==> config.mk <==
export PLATFORM = sky130hd
export DESIGN_NAME = ov7670_dvp_emulator
export DESIGN_NICKNAME = d
export VERILOG_FILES = /design/src/rtl/ov7670_dvp_emulator.sv
export SDC_FILE = /design/constraint.sdc
export NUM_CORES = 1
export LEC_CHECK = 0
export ABC_AREA = 0
export CELL_PAD_IN_SITES_DETAIL_PLACEMENT = 1
export CELL_PAD_IN_SITES_GLOBAL_PLACEMENT = 2
export CORE_MARGIN = 2
export CORE_UTILIZATION = 23
export CTS_BUF_LIST = sky130_fd_sc_hd__clkbuf_16
export DETAILED_ROUTE_END_ITERATION = 7
export PLACE_DENSITY_LB_ADDON = 0.05
export SLEW_MARGIN = 0
export SYNTH_ARGS = -nofsm -noshare
export SYNTH_HDL_FRONTEND = slang
export SYNTH_SLANG_ARGS = --single-unit
==> constraint.sdc <==
create_clock -name pclk -period 5 [get_ports pclk]
set_input_delay 0.5 -clock pclk [delete_from_list [all_inputs] [get_ports pclk]]
set_output_delay 0.5 -clock pclk [all_outputs]
set_load 0.01 [all_outputs]
==> src/rtl/ov7670_dvp_emulator.sv <==
// OV7670-style DVP transmitter: replays an RGB565 frame buffer as vsync/href/byte
// stream with programmable blanking, high byte of each pixel first.
module ov7670_dvp_emulator #(
    parameter int H_ACTIVE      = 320,
    parameter int V_ACTIVE      = 240,
    parameter int H_BLANK       = 144,
    parameter int VSYNC_LINES   = 3,
    parameter int V_BACK_PORCH  = 17,
    parameter int V_FRONT_PORCH = 10
) (
    input  logic        pclk,
    input  logic        rst,
    input  logic        enable,
    output logic        rd_en,
    output logic [16:0] rd_addr,
    input  logic [15:0] rd_data,
    output logic        vsync,
    output logic        href,
    output logic [7:0]  d,
    output logic        frame_start,
    output logic        frame_done,
    output logic        busy
);

    localparam int LINE_LEN = 2 * H_ACTIVE + H_BLANK;
    localparam int COL_W    = $clog2(LINE_LEN);
    localparam int LN_MAX_A = (V_ACTIVE > VSYNC_LINES) ? V_ACTIVE : VSYNC_LINES;
    localparam int LN_MAX_B = (V_BACK_PORCH > V_FRONT_PORCH) ? V_BACK_PORCH : V_FRONT_PORCH;
    localparam int LN_MAX   = (LN_MAX_A > LN_MAX_B) ? LN_MAX_A : LN_MAX_B;
    localparam int LN_W     = (LN_MAX > 1) ? $clog2(LN_MAX) : 1;

    typedef logic [COL_W-1:0] col_t;
    typedef logic [LN_W-1:0]  ln_t;

    localparam col_t COL_LAST = col_t'(LINE_LEN - 1);
    localparam col_t COL_PREF = col_t'(LINE_LEN - 2);
    localparam col_t HREF_END = col_t'(2 * H_ACTIVE);
    localparam col_t PREF_END = col_t'(2 * H_ACTIVE - 2);
    localparam ln_t  LN_VS    = ln_t'(VSYNC_LINES - 1);
    localparam ln_t  LN_VBP   = ln_t'(V_BACK_PORCH - 1);
    localparam ln_t  LN_ACT   = ln_t'(V_ACTIVE - 1);
    localparam ln_t  LN_VFP   = ln_t'(V_FRONT_PORCH - 1);

    typedef enum logic [2:0] {IDLE, VSYNC, VBP, ACTIVE, VFP} state_t;

    state_t      state, nxt_state;
    col_t        col, nxt_col;
    ln_t         ln, nxt_ln, ln_last;
    logic [15:0] pix, pix_nxt;
    logic        rd_pend;
    logic        nxt_href, nxt_rd;
    logic [7:0]  nxt_d;

    always_comb begin
        unique case (state)
            VSYNC:   ln_last = LN_VS;
            VBP:     ln_last = LN_VBP;
            ACTIVE:  ln_last = LN_ACT;
            VFP:     ln_last = LN_VFP;
            default: ln_last = '0;
        endcase
    end

    // Position (state, col, ln) that the registered outputs will describe next cycle.
    always_comb begin
        nxt_state = state;
        nxt_col   = col;
        nxt_ln    = ln;
        if (state == IDLE) begin
            if (enable) nxt_state = VSYNC;
        end else if (col == COL_LAST) begin
            nxt_col = '0;
            if (ln == ln_last) begin
                nxt_ln = '0;
                unique case (state)
                    VSYNC:   nxt_state = VBP;
                    VBP:     nxt_state = ACTIVE;
                    ACTIVE:  nxt_state = VFP;
                    VFP:     nxt_state = enable ? VSYNC : IDLE;
                    default: nxt_state = IDLE;
                endcase
            end else begin
                nxt_ln = ln + 1'b1;
            end
        end else begin
            nxt_col = col + 1'b1;
        end
    end

    // Pixel k is fetched two columns before its high byte; pixel 0 comes from the previous line period.
    always_comb begin
        nxt_href = (nxt_state == ACTIVE) && (nxt_col < HREF_END);
        nxt_rd   = ((nxt_state == ACTIVE) && !nxt_col[0] && (nxt_col < PREF_END)) ||
                   ((nxt_col == COL_PREF) &&
                    (((nxt_state == VBP) && (nxt_ln == LN_VBP)) ||
                     ((nxt_state == ACTIVE) && (nxt_ln != LN_ACT))));
        pix_nxt  = rd_pend ? rd_data : pix;
        nxt_d    = 8'h00;
        if (nxt_href) nxt_d = nxt_col[0] ? pix_nxt[7:0] : pix_nxt[15:8];
    end

    always_ff @(posedge pclk) begin
        if (rst) begin
            state       <= IDLE;
            col         <= '0;
            ln          <= '0;
            pix         <= '0;
            rd_pend     <= 1'b0;
            rd_en       <= 1'b0;
            rd_addr     <= '0;
            vsync       <= 1'b0;
            href        <= 1'b0;
            d           <= 8'h00;
            frame_start <= 1'b0;
            frame_done  <= 1'b0;
            busy        <= 1'b0;
        end else begin
            state       <= nxt_state;
            col         <= nxt_col;
            ln          <= nxt_ln;
            pix         <= pix_nxt;
            rd_pend     <= rd_en;
            rd_en       <= nxt_rd;
            vsync       <= (nxt_state == VSYNC);
            href        <= nxt_href;
            d           <= nxt_d;
            frame_start <= (nxt_state == VSYNC) && (state != VSYNC);
            frame_done  <= (nxt_state == VFP) && (nxt_ln == LN_VFP) && (nxt_col == COL_LAST);
            busy        <= (nxt_state != IDLE);
            if ((nxt_state == VSYNC) && (state != VSYNC)) rd_addr <= '0;
            else if (rd_en)                               rd_addr <= rd_addr + 17'd1;
        end
    end

endmodule

==> metrics.md <==
| Metric | Value |
|---|---|
| Status | `finished clean` |
| Setup Crit Path Kind | `flip-flop to flip-flop` |
| Area grow syn2layout | `27.5%` |
| Number of global-route vias before repair | `2889` |
| Starting density of the core | `a little under a quarter` |
| Gp weighted congestion | `a little under 0.7` |
| Post-synth EDFFs | `0` |
| Slowest stage delay, CP | `around 0.71 ns` |
| Wl on met1 | `between 4000 and 5000 µm` |
| Wire per inst | `between 15 and 20 µm` |
| Max Buffers Root-to-Sink | `2` |
| Syn Inst Count | `~400` |
| Cell depth of the worst setup path | `8` |
| Largest net degree at the start of global routing | `38` |
| Data arrival, critical path | `3.35 ns` |
| Die Span Y | `approximately 130 µm` |
| Via density | `around 4.7` |
| Avg Cell Area, Syn | `~8.9 µm²` |
| Post-DRT Antenna Nets | `0` |
| Switching Share | `~22%` |
| # hold bufs at CTS | `0` |
| Pwr Density | `298 nW/µm²` |
| Crit start category | `flip-flop` |
| Hold EP | `pix[10]` |
| CTS tree | `yes` |
| Hold Crit Class | `flip-flop to flip-flop` |
| Sequential power share | `between 40 and 50%` |
| #FFs+latches synth | `69` |
| Initial antenna violation count | `0` |
| Req. time, crit path | `about 5.3 ns` |
| Post-synth ARST share | `0%` |
| Mapped Area | `~3400 µm²` |
| FF-to-FF path depth | `8` |
| Clock network fraction of total power | `about 50%` |
| Metal2 WL | `about 4300 µm` |
| Seq/Total Area, Yosys | `40.1%` |
| Max_cap viols | `0` |
| Synth top area share | `between 40% and 50%` |
| Setup TNS Final | `0 ns` |
| Hold path start | `pix[10]` |
| Reg-to-reg setup timing slack | `roughly 1.9 ns` |
| Layout Utilization | `between 30% and 40%` |
| FP Rows | `44` |
| GRT Total Usage | `roughly 13%` |
| Fraction of layout cells with a size suffix above 1 | `under 10%` |
| Fin. Hold Viols | `0` |
| Main synth FF type | `dfxtp_1` |
| Post-cts resize count | `0` |
| DR DRC count | `0` |
| Unique masters post-synth | `52` |
| Nature of the critical path endpoint | `flip-flop` |
| RR Startpoint | `state[1]` |
| Hold Path Cell Cnt | `2` |
| Hpwl dp | `6670 µm` |
| Final setup fails | `0` |
| Syn nets | `411` |
| Layout net count | `451` |
| Slew margin rel. | `50.2%` |
| DRT iter0 DRCs | `90` |
| Final clock skew | `roughly 0.0074 ns` |
| Place WS | `1.83 ns` |
| Slew @ Worst Pin | `0.746 ns` |
| Vias post-DR | `2911` |
| TritonRoute pass-1 iters | `4` |
| Most area-consuming cells after synthesis | `dfxtp_1, nor2_1, mux2i_1` |
| Core Area | `between 10000 and 15000 µm²` |
| I/O Pins | `50` |
| Highest metal used | `met4` |
| DR WL met3 | `362 µm` |
| Final WL | `roughly 9600 µm` |
| Sink Count | `69` |
| Worst Path Max Fanout | `18` |
| Pins Over Slew Limit | `0` |
| CTS Root Cell | `clkbuf_16` |
| Port buffer count | `between 40 and 50` |
| CP Buf/Inv Count | `0` |
| Logic gate share of total power | `5.9%` |
| Num CTS Buffers | `9` |
| Die W | `approximately 130 µm` |
| Max Fclk | `0.323 GHz` |
| Synth warnings | `0` |
| Delay-heaviest family, CP | `simple AND/OR/NAND/NOR gates` |
| Worst R2R End | `frame_done` |
| Setup Buffers After CTS | `0` |
| N_diodes | `0` |
| Worst-path clk slew | `roughly 0.060 ns` |
| H-tree depth | `3` |
| Global-route wire length before repair | `15800 µm` |
| Fin crit period | `3.10 ns` |
| Cell Chain, Critical Path | `nor2_1 > a31o_2 > a221oi_1 > or2_0 > o211ai_1 > nor3_1 > nand2_1 > nor4bb_1` |
| RSZ-0062 raised after global routing | `false` |
| Total power | `around 1.3 mW` |
| Critical path's slowest cell | `dfxtp_1` |
| Clk_lat worst skew | `approximately 0.34 ns` |
| Synth area leader | `dfxtp_1` |
| Die ar. | `16000 µm²` |
| P_sw | `292 µW` |
| Worst VDD drop | `between 0.15 and 0.2 mV` |
| GRT overflow | `0` |
| Internal | `around 1.0 mW` |
| Final worst-path cycle share | `62.0%` |
| Leak | `~1.4 nW` |
| Final worst slack | `1.90 ns` |
stage by stage:
stage | hold WS [ns] | std cells | cell area, µm²
2_1_floorplan | 0.455 | 389 | 3450
3_3_place_gp | 0.467 | 602 | 4090
3_5_place_dp | 0.481 | 602 | 4090
4_1_cts | 0.495 | 617 | 4390
5_1_grt | 0.522 | 617 | 4390
6_report | 0.488 | 617 | 4390
power groups by stage:
| stage | sequential (mW) | clock [mW] | combinational, mW |
|---|---|---|---|
| 2_1_floorplan | 0.571 | 0 | 0.0407 |
| 3_3_place_gp | 0.573 | 0 | 0.0784 |
| 3_5_place_dp | 0.573 | 0 | 0.0781 |
| 4_1_cts | 0.561 | 0.701 | 0.0785 |
| 5_1_grt | 0.561 | 0.726 | 0.0842 |
| 6_report | 0.561 | 0.672 | 0.0767 |
cells in the final DEF (no fill, tap or decap), drive strengths merged, types with 2 or more instances in the layout:
cell type       n
xor2           16
or2             4
o21ai          10
nor4            2
mux2i          19
clkdlybuf4s50  49
o31a            2
o21a            2
nand4          11
o211ai          3
a31o            2
nor3           20
o22ai           2
nor2b          11
ha              3
mux4            8
clkinv          2
dfxtp          69
nand3          15
nand3b          4
bufinv          2
nand2          28
clkbuf          9
a21oi          11
a221oi          2
nor2           63
inv             8
xnor2          18
buf             4
or3             5
or4b            3
o31ai           2
and3            3
nand4b          7
final cells by class:
type                    count  area, µm²
clock buffers               9        225
clock inverters             6       80.1
fillers                  1653      10200
inverters                   7       26.3
multi-input cells         289       1930
flip-flops and latches     69       1380
well taps                 184        230
repair buffers             53        520
sequential cells by signal (all words and copies together), names as in the netlist:
| signal | cells |
|---|---|
| pix | 16 |
| col | 10 |
| d | 8 |
| frame_done | 1 |
| state | 3 |
| busy | 1 |
| rd_addr | 17 |
| vsync | 1 |
| rd_en | 1 |
| rd_pend | 1 |
| frame_start | 1 |
| ln | 8 |
| href | 1 |
synth_stat cells (8+ instances only):
library cell  count
xnor2_1          18
nor3_1           19
o21ai_0          10
nand4_1          11
mux4_2            8
nor2_1           63
nor2b_1          11
nand3_1          15
clkbuf_1         16
xor2_1           16
mux2i_1          19
dfxtp_1          69
a21oi_1          11
nand2_1          28
cell families after synthesis:
kind of cell | Yosys count | share of synthesized area, %
compound gates | 45 | 8.90
simple gates | 180 | 26.7
mux | 27 | 10.7
xor+xnor | 34 | 8.64
buf+inv | 31 | 3.89
flops | 69 | 40.1
fa+ha+maj | 3 | 1.09
worst max-delay path by stage:
stage                        start  slack, ns          to
after floorplan             col[5]       2.51       rd_en
after global placement    state[1]       1.92  frame_done
after detailed placement  state[1]       1.83  frame_done
after CTS                 state[1]       1.84  frame_done
after global routing      state[1]       1.51  frame_done
final                     state[1]       1.90  frame_done
tightest hold or removal path: cells and delay by family, from the launching register on:
| family | cells | cell delay (ns) |
|---|---|---|
| DFF | 1 | 0.32 |
| and+or+nand+nor | 1 | 0.07 |
| muxes | 1 | 0.06 |
per-layer routing:
metal  global-route usage (%)  vias up
met5                        0        -
met4                     4.07        0
met3                     4.13       14
met2                     19.8       39
met1                     16.5     1406
li1                         -     1452
No activity file was read; power rests on OpenSTA's default activity.
